$ cat src/rtl/fetch_sequencer.sv
// Fetch/branch sequencer: decodes branch and halt opcodes from the ROM word at
// pc and issues load/branch requests to an external program counter.
module fetch_sequencer #(
  parameter int rom_size    = 512,
  parameter int instr_width = 9,
  parameter int reg_width   = 8,
  localparam int PW         = $clog2(rom_size) + 1
) (
  input  logic                        clk,
  input  logic                        rst_n,
  input  logic                        go,
  input  logic [PW-1:0]               go_addr,
  input  logic [PW-1:0]               pc,
  input  logic [instr_width-1:0]      instr,
  input  logic [instr_width-1:0]      operand,
  input  logic                        flag_we,
  input  logic                        flag_d,
  output logic                        start,
  output logic [PW-1:0]               start_addr,
  output logic                        branch,
  output logic                        taken,
  output logic signed [reg_width-1:0] target,
  output logic                        running,
  output logic                        done,
  output logic [15:0]                 instr_count
);

  localparam logic [3:0] OP_BR  = 4'b1101;
  localparam logic [3:0] OP_BRF = 4'b1110;

  typedef enum logic [1:0] {IDLE, RUN, HALT} state_t;

  state_t        state_q, state_d;
  logic          flag_q, flag_nxt;
  logic [PW-1:0] halt_pc_q, halt_pc_d;
  logic [15:0]   instr_count_q, instr_count_d;

  logic [3:0] opcode;
  logic       is_hlt;

  assign opcode      = instr[instr_width-1:instr_width-4];
  assign is_hlt      = &instr;
  assign instr_count = instr_count_q;

  // Output decode: branch controls come straight from the current ROM words.
  always_comb begin
    start      = 1'b0;
    start_addr = '0;
    branch     = 1'b0;
    taken      = 1'b0;
    target     = '0;
    running    = 1'b0;
    done       = 1'b0;
    unique case (state_q)
      RUN: begin
        running = 1'b1;
        if (is_hlt) begin
          start      = 1'b1;
          start_addr = pc;
        end else if (opcode == OP_BR) begin
          branch = 1'b1;
          taken  = 1'b1;
          target = $signed(operand[reg_width-1:0]);
        end else if (opcode == OP_BRF) begin
          branch = 1'b1;
          taken  = flag_q;
          target = $signed(operand[reg_width-1:0]);
        end
      end
      HALT: begin
        start      = 1'b1;
        done       = 1'b1;
        start_addr = go ? go_addr : halt_pc_q;
      end
      default: begin
        start      = 1'b1;
        start_addr = go_addr;
      end
    endcase
  end

  always_comb begin
    state_d       = state_q;
    flag_nxt      = flag_q;
    halt_pc_d     = halt_pc_q;
    instr_count_d = instr_count_q;
    unique case (state_q)
      RUN: begin
        if (flag_we) flag_nxt = flag_d;
        if (is_hlt) begin
          state_d   = HALT;
          halt_pc_d = pc;
        end else if (instr_count_q != 16'hFFFF) begin
          instr_count_d = instr_count_q + 16'd1;
        end
      end
      IDLE, HALT: begin
        if (go) begin
          state_d       = RUN;
          instr_count_d = '0;
          flag_nxt      = 1'b0;
        end
      end
      default: state_d = IDLE;
    endcase
  end

  always_ff @(posedge clk) begin
    if (!rst_n) begin
      state_q       <= IDLE;
      flag_q        <= 1'b0;
      halt_pc_q     <= '0;
      instr_count_q <= '0;
    end else begin
      state_q       <= state_d;
      flag_q        <= flag_nxt;
      halt_pc_q     <= halt_pc_d;
      instr_count_q <= instr_count_d;
    end
  end

endmodule

$ cat config.mk
export PLATFORM = sky130hd
export DESIGN_NAME = fetch_sequencer
export DESIGN_NICKNAME = d
export VERILOG_FILES = /design/src/rtl/fetch_sequencer.sv
export SDC_FILE = /design/constraint.sdc
export NUM_CORES = 1
export LEC_CHECK = 0
export BUFFER_PORTS_ARGS = -buffer_cell sky130_fd_sc_hd__buf_4
export CAP_MARGIN = 20
export CELL_PAD_IN_SITES_DETAIL_PLACEMENT = 0
export CELL_PAD_IN_SITES_GLOBAL_PLACEMENT = 1
export CORE_MARGIN = 2
export CORE_UTILIZATION = 31
export DETAILED_ROUTE_END_ITERATION = 7
export PLACE_DENSITY = 0.76
export SYNTH_ARGS = -nofsm -noshare
export SYNTH_HDL_FRONTEND = slang
export SYNTH_SLANG_ARGS = --single-unit
$ cat constraint.sdc
create_clock -name clk -period 3.05 [get_ports clk]
set_clock_uncertainty 0.05 [all_clocks]
set_input_delay 0.61 -clock clk [delete_from_list [all_inputs] [get_ports clk]]
set_output_delay 0.61 -clock clk [all_outputs]
set_load 0.005 [all_outputs]
Word-level counts from Yosys, hierarchy flattened:

Cells that the tools add are included.

* register bits: 29
* output and inout bits: 39
* logic and storage cells: 52
* input bits: 43

* mux-type cells: 29
* equal/unequal tests: 10
* add/subtract/negate cells: 1
* reduce and logical (&&, ||, !) cells: 8

Operators with widths (number)
* $mux 16: 3
* $mux 8: 4
* $pmux 16 s2: 1
* $mux 10: 2
* $pmux 10 s2: 1
* $add 16x1->16 const B: 1
* $ne 16x16->1 const B: 1
* $mux 1: 14
* $ne 2x2->1 const B: 5
* $reduce_and 10->1: 1
* $reduce_and 9->1: 1
* $eq 4x4->1 const B: 2
* $mux 2: 2
* $pmux 2 s2: 1
* $reduce_and 4->1: 1
* $reduce_and 3->1: 1
* $eq 2x1->1 const B: 1
* $eq 2x2->1 const B: 1
* $logic_not 2->1: 1
* $pmux 1 s2: 1
* $reduce_and 2->1: 1
* $reduce_bool 2->1: 1
* $reduce_or 2->1: 1

Logic depth before layout (Yosys ltp):

Gate-level depths: netlist of run 1.

* depth in word-level cells: 5
* mapped depth: 8
* mapped depth without buffers: 7

Least setup slack after synthesis of run 1:

Ideal clock, no wire load.

* path kind: flip-flop to output port
* from: register state_q[1]
* to: output port start_addr[0]
* required time: 2.390 ns
* data arrival time: 1.681 ns
* buffers on the path: 1
* cell stages (with the launch flop): 9
* slack: 0.709 ns
* cell sequence: dfxtp_1 -> inv_1 -> ha_1 -> nand3_1 -> nor3_1 -> clkbuf_1 -> nand2_1 -> nand2_1 -> a22o_1

* word-level cells in the longest chain between the ends: 2
* elaborated cells between the ends (all ways): 3
* classes of those cells: eq/ne (2); mux (1)

Ends and longest elaborated chain
* from (decl): line 33 `state_t state_q, state_d;`
* from (signal assigned): line 115 `state_q <= state_d;`
* $eq 2x2->1 or $eq 2x1->1 (tied branches): line 54 `unique case (state_q)`
* $pmux 10 s2 (*): line 54
* to (decl): line 19 `output logic [PW-1:0] start_addr,`

Mark *: on every way between the ends. The rest lies on a longest branch, timed or not.

Final worst setup path of run 1:

* from: register state_q[1]
* to: output port start_addr[7]

Same word-level chain as after synthesis.

==> impl_metrics.env, run 1 <==
export IMPL_p_switching_uw=222
export IMPL_crit_fanout=13
export IMPL_finalNetCount=366
export IMPL_grt_pass1_vias=1905
export IMPL_die_area_mm2=0.00615
export IMPL_drive_above_1_share_pct=29.8
export IMPL_cp_start_kind="flop"
export IMPL_drt_vias_per_instance=5.10
export IMPL_worst_slew_pin_slew_ns=0.562
export IMPL_cts_buffer_depth=2
export IMPL_io_pins=82
export IMPL_insertion_delay_ns=0.28
export IMPL_endpoint_kind="output port"
export IMPL_period_needed_ns=2.70
export IMPL_final_util_pct=45.6
export IMPL_min_period_over_period_pct=88.6
export IMPL_die_h_um=78.4
export IMPL_layout_common_cells="buf_4 (85), nand2_1 (54), a21oi_1 (30)"
export IMPL_postCtsSetupBuffers=0
export IMPL_swShare_pct=26.2
export IMPL_timing_final_ws_setup_ns=0.346
export IMPL_place_hpwl_um=3760
export IMPL_crit_chain="inv_1 > ha_1 > nand3_1 > nor3_1 > buf_4 > nand2_1 > nand2_1 > a22o_1 > buf_4"
export IMPL_place_area_mm2=0.00240
export IMPL_intPower_uw=626
export IMPL_coreArea_mm2=0.00544
export IMPL_hold_violations=0
export IMPL_synth_seq_cells=29
export IMPL_drt_iter0_drc=57
export IMPL_path_class="flop to output port"
export IMPL_die_x_um=78.4
export IMPL_seq_power_share_pct=45.3
export IMPL_synth_edff_count=0
export IMPL_critPathArrivalTime_ns=2.04
export IMPL_synth_warning_count=0
export IMPL_htreeDepth=2
export IMPL_ys_flop_type="dfxtp_1"
export IMPL_drv_slew=0
export IMPL_r2r_slack_ns=0.59
export IMPL_grt_max_degree=23
export IMPL_route_detailed_drc=0
export IMPL_wl_per_cell_um=13.1
export IMPL_ir_drop_uv=168
export IMPL_place_ws_ns=0.557
export IMPL_yosysSeqAreaShare_pct=33.8
export IMPL_critical_path_required_ns=2.39
export IMPL_drv_cap=0
export IMPL_combPwrFrac_pct=18.2
export IMPL_hold_slack_ns=0.406
export IMPL_slew_limit_headroom_pct=62.2
export IMPL_drt_total_wl_um=5110
export IMPL_grt_setup_unrepaired="false"
export IMPL_syn_area_per_cell_um2=7.27
export IMPL_start_util_pct=31.6
export IMPL_async_reset_ff_share_pct=0
export IMPL_antenna_cells=0
export IMPL_critPathSlowestCell="dfxtp_1"
export IMPL_power_density_mw_per_mm2=342
export IMPL_finalSetupTns_ns=0
export IMPL_layout_commonest_cell="buf_4"
export IMPL_vias=1993
export IMPL_min_path_type="flop to flop"
export IMPL_grt_use_total_pct=17.3
export IMPL_fin_area_mm2=0.00248
export IMPL_cts_buffers=5
export IMPL_synth_nets=284
export IMPL_cts_hold_buffers=0
export IMPL_area_growth_pct=44.4
export IMPL_ys_types=39
export IMPL_run_status="completed"
export IMPL_globalplace_congestion=0.740
export IMPL_clock_fmax_mhz=370
export IMPL_overflow=0
export IMPL_row_count=27
export IMPL_antenna_found_initial=0
export IMPL_clk_pin_slew_ns=0.06
export IMPL_clkPwrFrac_pct=36.5
export IMPL_slowest_delay_ns=0.33
export IMPL_power_leakage_uw=0.00105
export IMPL_ctsResizeCount=0
export IMPL_grt_pass1_wl_um=8610
export IMPL_use_met2_pct=29.5
export IMPL_synthesis_area_mm2=0.00172
export IMPL_cts_root_buf="clkbuf_8"
export IMPL_grt_util_met3_pct=4.60
export IMPL_final_antenna_net_count=0
export IMPL_syn_inst=236
export IMPL_numClockSinks=29
export IMPL_grtUsageMet1_pct=21.1
export IMPL_setup_violations=0
export IMPL_dr_pass1_iters=4
export IMPL_port_buffers=80
export IMPL_grt_busiest_layer="met2"
export IMPL_cts_tree="built"
-- sequential cells by signal, indices dropped and copies added (netlist names) --
register and flops:
instr_count 16, halt_pc_q 10, state_q 2, flag_q 1
-- per-layer routing --
metal  vias to the layer above  part of all wire (%)
met4                         0                   1.1
met5                         -                     0
met3                         6                   5.4
met2                        62                    48
met1                       917                    45
li1                       1008                     -
-- worst paths after layout --
| check | depth (start not counted) | start | to |
|---|---|---|---|
| worst min register to register | 2 | halt_pc_q[3]$_SDFFE_PN0P_ | halt_pc_q[3]$_SDFFE_PN0P_ |
| worst min-delay path | 2 | halt_pc_q[3]$_SDFFE_PN0P_ | halt_pc_q[3]$_SDFFE_PN0P_ |
| worst max register to register | 8 | state_q[1]$_SDFFE_PN0P_ | instr_count[11]$_SDFFE_PN0P_ |
| worst max-delay path | 9 | state_q[1]$_SDFFE_PN0P_ | start_addr[7] |
-- area by class of cell --
| class | instances | area, µm² |
|---|---|---|
| Inverter | 6 | 22.5 |
| Clock buffer | 8 | 80.1 |
| Fill cell | 588 | 2960 |
| Multi-Input combinational cell | 191 | 1070 |
| Sequential cell | 29 | 581 |
| Tap cell | 72 | 90.1 |
| Timing Repair Buffer | 85 | 638 |
-- cell usage after synthesis (2+ instances only) --
master    count  area share, %
nor2_1       14            3.1
nand4_1       6            2.2
o211ai_1      2           0.87
clkbuf_1      7            1.5
or3_1         4            1.5
nand2b_1      3            1.1
a21oi_1      30            8.7
nor3_1        3           0.87
or4_1         5            2.2
o21ai_1       3           0.87
ha_1          5            3.6
and3_4        2            1.3
inv_1         5            1.1
or2_1         3            1.1
a22o_1       10            5.1
or3b_1        3            1.5
nand3_1       9            2.6
and2_1        8            2.9
o41ai_1       2            1.0
o21ai_0      12            3.5
dfxtp_1      29             34
nand2_1      54             12
-- power groups by stage --
| stage | sequential, µW | combinational, µW | clock (µW) |
|---|---|---|---|
| final | 384 | 154 | 309 |
| after detailed placement | 393 | 156 | 0 |
| after floorplan | 392 | 69.8 | 0 |
| after global placement | 393 | 155 | 0 |
| after CTS | 384 | 156 | 317 |
| after global routing | 385 | 170 | 337 |
-- critical path: cells and delay by family, from the launching register on --
| family | cells | cell delay, ns |
|---|---|---|
| buf+inv | 3 | 0.43 |
| simple gates | 4 | 0.56 |
| flops | 1 | 0.33 |
| fa+ha+maj | 1 | 0.32 |
| compound gates | 1 | 0.12 |
-- cell families after synthesis --
family                   synth area share (%)
AO/OA/AOI/OAI                            23.7
adder cells (fa/ha/maj)                  3.64
buffers and inverters                    4.01
flip-flops                               33.8
AND/OR/NAND/NOR                          34.8
-- metrics by stage --
stage / total power (µW) / cells
after floorplan: 462 / 236
after global placement: 548 / 383
after detailed placement: 549 / 383
after CTS: 858 / 391
after global routing: 892 / 391
final: 848 / 391
(Power assumes the default switching activity.)
==> run 2: changes to the inputs <==
--- a/config.mk
+++ b/config.mk
@@ -13,6 +13,7 @@
 export CORE_UTILIZATION = 31
 export DETAILED_ROUTE_END_ITERATION = 7
 export PLACE_DENSITY = 0.76
+export RECOVER_POWER = 100
 export SYNTH_ARGS = -nofsm -noshare
 export SYNTH_HDL_FRONTEND = slang
 export SYNTH_SLANG_ARGS = --single-unit
==> impl_metrics.env, run 2 (synthesis gave the netlist of run 1 again) <==
export IMPL_min_period_over_period_pct=89.0
export IMPL_final_antenna_net_count=0
export IMPL_ctsResizeCount=0
export IMPL_reg2reg_from="state_q[1]$_SDFFE_PN0P_"
export IMPL_finalNetCount=366
export IMPL_r2r_cells=8
export IMPL_finalSetupTns_ns=0
export IMPL_antenna_found_initial=0
export IMPL_vias=1977
export IMPL_drt_iter0_drc=51
export IMPL_start_util_pct=31.6
export IMPL_globalplace_congestion=0.740
export IMPL_endpoint_kind="output port"
export IMPL_row_count=27
export IMPL_drt_total_wl_um=5100
export IMPL_grt_pass1_vias=1905
export IMPL_r2r_end="instr_count[11]$_SDFFE_PN0P_"
export IMPL_port_buffers=80
export IMPL_drt_vias_per_instance=5.06
export IMPL_r2r_slack_ns=0.59
export IMPL_clk_pin_slew_ns=0.06
export IMPL_hp_start="halt_pc_q[3]$_SDFFE_PN0P_"
export IMPL_grt_util_met3_pct=4.60
export IMPL_numClockSinks=29
export IMPL_cts_tree="built"
export IMPL_grt_pass1_wl_um=8610
export IMPL_drv_cap=0
export IMPL_use_met2_pct=29.5
export IMPL_grt_max_degree=23
export IMPL_grt_use_total_pct=17.3
export IMPL_period_needed_ns=2.71
export IMPL_overflow=0
export IMPL_layout_commonest_cell="nand2_1"
export IMPL_io_pins=82
export IMPL_cts_buffers=5
export IMPL_cts_root_buf="clkbuf_8"
export IMPL_drv_slew=0
export IMPL_cts_hold_buffers=0
export IMPL_fill_cells=591
export IMPL_crit_fanout=13
export IMPL_power_density_mw_per_mm2=342
export IMPL_grtUsageMet1_pct=21.1
export IMPL_cp_start_kind="flop"
export IMPL_htreeDepth=2
export IMPL_drive_above_1_share_pct=28.5
export IMPL_largest_reg_flops=16
export IMPL_ir_drop_uv=167
export IMPL_run_status="completed"
export IMPL_hold_slack_ns=0.405
export IMPL_whs_endpoint="halt_pc_q[3]$_SDFFE_PN0P_"
export IMPL_antenna_cells=0
export IMPL_postCtsSetupBuffers=0
export IMPL_path_class="flop to output port"
export IMPL_setup_violations=0
export IMPL_cts_buffer_depth=2
export IMPL_area_growth_pct=43.5
export IMPL_die_h_um=78.4
export IMPL_route_detailed_drc=0
export IMPL_coreArea_mm2=0.00544
export IMPL_clock_fmax_mhz=369
export IMPL_critical_path_required_ns=2.39
export IMPL_critPathArrivalTime_ns=2.05
export IMPL_grt_setup_unrepaired="false"
export IMPL_layout_common_cells="nand2_1 (54), buf_4 (52), a21oi_1 (30)"
export IMPL_slew_limit_headroom_pct=59.3
export IMPL_die_area_mm2=0.00615
export IMPL_power_leakage_uw=0.00101
export IMPL_hold_violations=0
export IMPL_die_x_um=78.4
export IMPL_grt_busiest_layer="met2"
export IMPL_place_hpwl_um=3760
export IMPL_wl_per_cell_um=13.0
export IMPL_worst_slew_pin_slew_ns=0.610
export IMPL_insertion_delay_ns=0.28
export IMPL_hold_depth=2
export IMPL_dr_pass1_iters=4
export IMPL_min_path_type="flop to flop"
==> run 2: where the power goes <==
group | internal (µW) | switching [µW] | leakage (µW) | total [µW]
Clock | 162 | 147 | 0.0000395 | 309
Sequential | 381 | 2.93 | 0.000234 | 384
Combinational | 78.1 | 71.2 | 0.000742 | 149
==> run 2: through the flow <==
step	worst slack [ns]	utilization [%]	instance area [µm²]	total power [µW]	instances
global route	0.118	45.3	2460	887	391
finish	0.336	45.3	2460	842	391
detailed placement	0.557	44.1	2400	549	383
global placement	0.579	44.1	2400	548	383
floorplan	0.709	-	1720	462	236
CTS	0.340	45.6	2480	858	391
==> run 2: routing by layer <==
| metal | share of wire (%) | vias to the layer above | wire, µm |
|---|---|---|---|
| met5 | 0 | - | 0 |
| met4 | 1.2 | 0 | 59 |
| met3 | 5.9 | 6 | 301 |
| met2 | 48 | 67 | 2430 |
| met1 | 45 | 896 | 2310 |
| li1 | - | 1008 | - |
==> run 2: layout make-up <==
type	count	area, µm²	area share, %
Clock buffer	8	80.1	3.25
Tap cell	72	90.1	3.66
Timing Repair Buffer	85	623	25.3
Multi-Input combinational cell	191	1070	43.3
Inverter	6	22.5	0.914
Sequential cell	29	581	23.6
==> run 2: worst max-delay path by stage <==
stage / start / to / slack (ns) / cells after the start
global placement: instr[5] / instr_count[11]$_SDFFE_PN0P_ / 0.58 / 7
finish: state_q[1]$_SDFFE_PN0P_ / start_addr[7] / 0.34 / 9
CTS: state_q[1]$_SDFFE_PN0P_ / start_addr[7] / 0.34 / 9
detailed placement: instr[5] / instr_count[11]$_SDFFE_PN0P_ / 0.56 / 7
floorplan: state_q[1]$_SDFFE_PN0P_ / start_addr[0] / 0.71 / 8
global route: state_q[1]$_SDFFE_PN0P_ / start_addr[4] / 0.12 / 9
==> run 2: critical path: stages (launching register included) <==
cell and delay, ns:
dfxtp_1 0.33, inv_1 0.10, ha_1 0.32, nand3_1 0.17
nor3_1 0.22, buf_4 0.23, nand2_1 0.10, nand2_1 0.07
a22o_1 0.12, clkbuf_4 0.12
==> run 3: changes to the inputs <==
--- a/config.mk
+++ b/config.mk
@@ -10,9 +10,10 @@
 export CELL_PAD_IN_SITES_DETAIL_PLACEMENT = 0
 export CELL_PAD_IN_SITES_GLOBAL_PLACEMENT = 1
 export CORE_MARGIN = 2
-export CORE_UTILIZATION = 31
+export CORE_UTILIZATION = 33
+export CTS_BUF_LIST = sky130_fd_sc_hd__clkbuf_8
 export DETAILED_ROUTE_END_ITERATION = 7
-export PLACE_DENSITY = 0.76
+export PLACE_DENSITY = 0.8
 export RECOVER_POWER = 100
 export SYNTH_ARGS = -nofsm -noshare
 export SYNTH_HDL_FRONTEND = slang
==> impl_metrics.env, run 3 (synthesis gave the netlist of run 1 again) <==
export IMPL_run_status="completed"
export IMPL_antenna_found_initial=0
export IMPL_drv_cap=0
export IMPL_cts_tree="built"
export IMPL_drive_above_1_share_pct=29.2
export IMPL_ctsResizeCount=0
export IMPL_grt_setup_unrepaired="false"
export IMPL_hold_violations=0
export IMPL_path_class="flop to output port"
export IMPL_clock_fmax_mhz=377
export IMPL_finalSetupTns_ns=0
export IMPL_area_growth_pct=44.9
export IMPL_finalNetCount=367
export IMPL_port_buffers=80
export IMPL_crit_chain="inv_1 > ha_1 > nand2_1 > a22o_1 > clkbuf_4"
export IMPL_drt_total_wl_um=5020
export IMPL_die_area_mm2=0.00580
export IMPL_dp_cells=382
export IMPL_cp_start_kind="flop"
export IMPL_min_path_type="flop to flop"
export IMPL_cts_hold_buffers=0
export IMPL_power_density_mw_per_mm2=343
export IMPL_route_detailed_drc=0
export IMPL_die_h_um=76.1
export IMPL_drt_iter0_drc=73
export IMPL_layoutNonFillerInstCount=389
export IMPL_place_hpwl_um=3740
export IMPL_numClockSinks=29
export IMPL_cts_buffer_depth=2
export IMPL_grt_pass1_wl_um=8400
export IMPL_layout_commonest_cell="nand2_1"
export IMPL_slowest_delay_ns=0.50
export IMPL_cts_buffers=5
export IMPL_grt_pass1_vias=1859
export IMPL_final_antenna_net_count=0
export IMPL_insertion_delay_ns=0.28
export IMPL_endpoint_kind="output port"
export IMPL_drv_slew=0
export IMPL_globalplace_congestion=0.803
export IMPL_critPathSlowestCell="ha_1"
export IMPL_critPathArrivalTime_ns=1.99
export IMPL_io_pins=82
export IMPL_antenna_cells=0
export IMPL_overflow=0
export IMPL_clk_pin_slew_ns=0.06
export IMPL_largest_reg_flops=16
export IMPL_slew_limit_headroom_pct=58.3
export IMPL_layout_common_cells="nand2_1 (54), buf_4 (53), a21oi_1 (30)"
export IMPL_drt_vias_per_instance=5.01
export IMPL_postCtsSetupBuffers=0
export IMPL_timing_final_ws_setup_ns=0.397
export IMPL_grt_use_total_pct=17.3
export IMPL_crit_fanout=11
export IMPL_period_needed_ns=2.65
export IMPL_die_x_um=76.1
export IMPL_row_count=26
export IMPL_critical_path_required_ns=2.39
export IMPL_grt_max_degree=18
export IMPL_worst_slew_pin_slew_ns=0.626
export IMPL_htreeDepth=2
export IMPL_min_period_over_period_pct=87.0
export IMPL_setup_violations=0
export IMPL_coreArea_mm2=0.00507
export IMPL_start_util_pct=33.8
export IMPL_cts_root_buf="clkbuf_8"
export IMPL_fill_cells=555
export IMPL_dr_pass1_iters=4
export IMPL_vias=1948
export IMPL_wl_per_cell_um=12.9
export IMPL_ir_drop_uv=149
export IMPL_place_ws_ns=0.568
export IMPL_power_leakage_uw=0.00103
## run 3: critical path, delay by kind of cell, from the launching register on
kind	cells	cell delay (ns)
fa+ha+maj	1	0.50
flops	1	0.38
compound gates	1	0.31
simple gates	1	0.30
buf+inv	2	0.21
## run 3: where the power goes
| part | leakage, µW | internal (µW) | switching, µW |
|---|---|---|---|
| Combinational | 0.000749 | 78.4 | 70.7 |
| Sequential | 0.000234 | 381 | 3.07 |
| Clock | 0.0000485 | 175 | 144 |
| Total | 0.00103 | 635 | 217 |
## run 3: final cells by class
cell class              count  area [µm²]  share of cell area (%)
inverters                   6        22.5                   0.905
clock buffers               6        82.6                    3.32
clock inverters             1        3.75                   0.151
well taps                  70        87.6                    3.52
multi-input cells         191        1070                    42.9
repair buffers             86         643                    25.9
flip-flops and latches     29         581                    23.3
## run 3: path summary, 6_finish.rpt
check	from	endpoint	slack (ns)	cells after the start
worst max-delay path	state_q[0]$_SDFFE_PN0P_	start_addr[3]	0.40	5
worst min-delay path	halt_pc_q[9]$_SDFFE_PN0P_	halt_pc_q[9]$_SDFFE_PN0P_	0.40	2
worst max register to register	state_q[1]$_SDFFE_PN0P_	instr_count[11]$_SDFFE_PN0P_	0.65	7
worst min register to register	halt_pc_q[9]$_SDFFE_PN0P_	halt_pc_q[9]$_SDFFE_PN0P_	0.40	2
## run 3: metrics by stage
step | util (%) | cell area, µm² | total power [µW] | hold slack [ns]
2_1_floorplan | - | 1720 | 462 | 0.387
3_3_place_gp | 47.6 | 2420 | 548 | 0.392
3_5_place_dp | 47.6 | 2420 | 549 | 0.397
4_1_cts | 49.3 | 2500 | 866 | 0.404
5_1_grt | 49.0 | 2490 | 895 | 0.423
6_report | 49.0 | 2490 | 852 | 0.403
## run 3: routing by layer
metal / wire, µm / up-vias / GRT usage, %
li1: - / 1010 / -
met1: 2360 / 876 / 22.0
met2: 2300 / 54 / 27.9
met3: 273 / 8 / 4.86
met4: 85 / 0 / 6.73
met5: 0 / - / 0
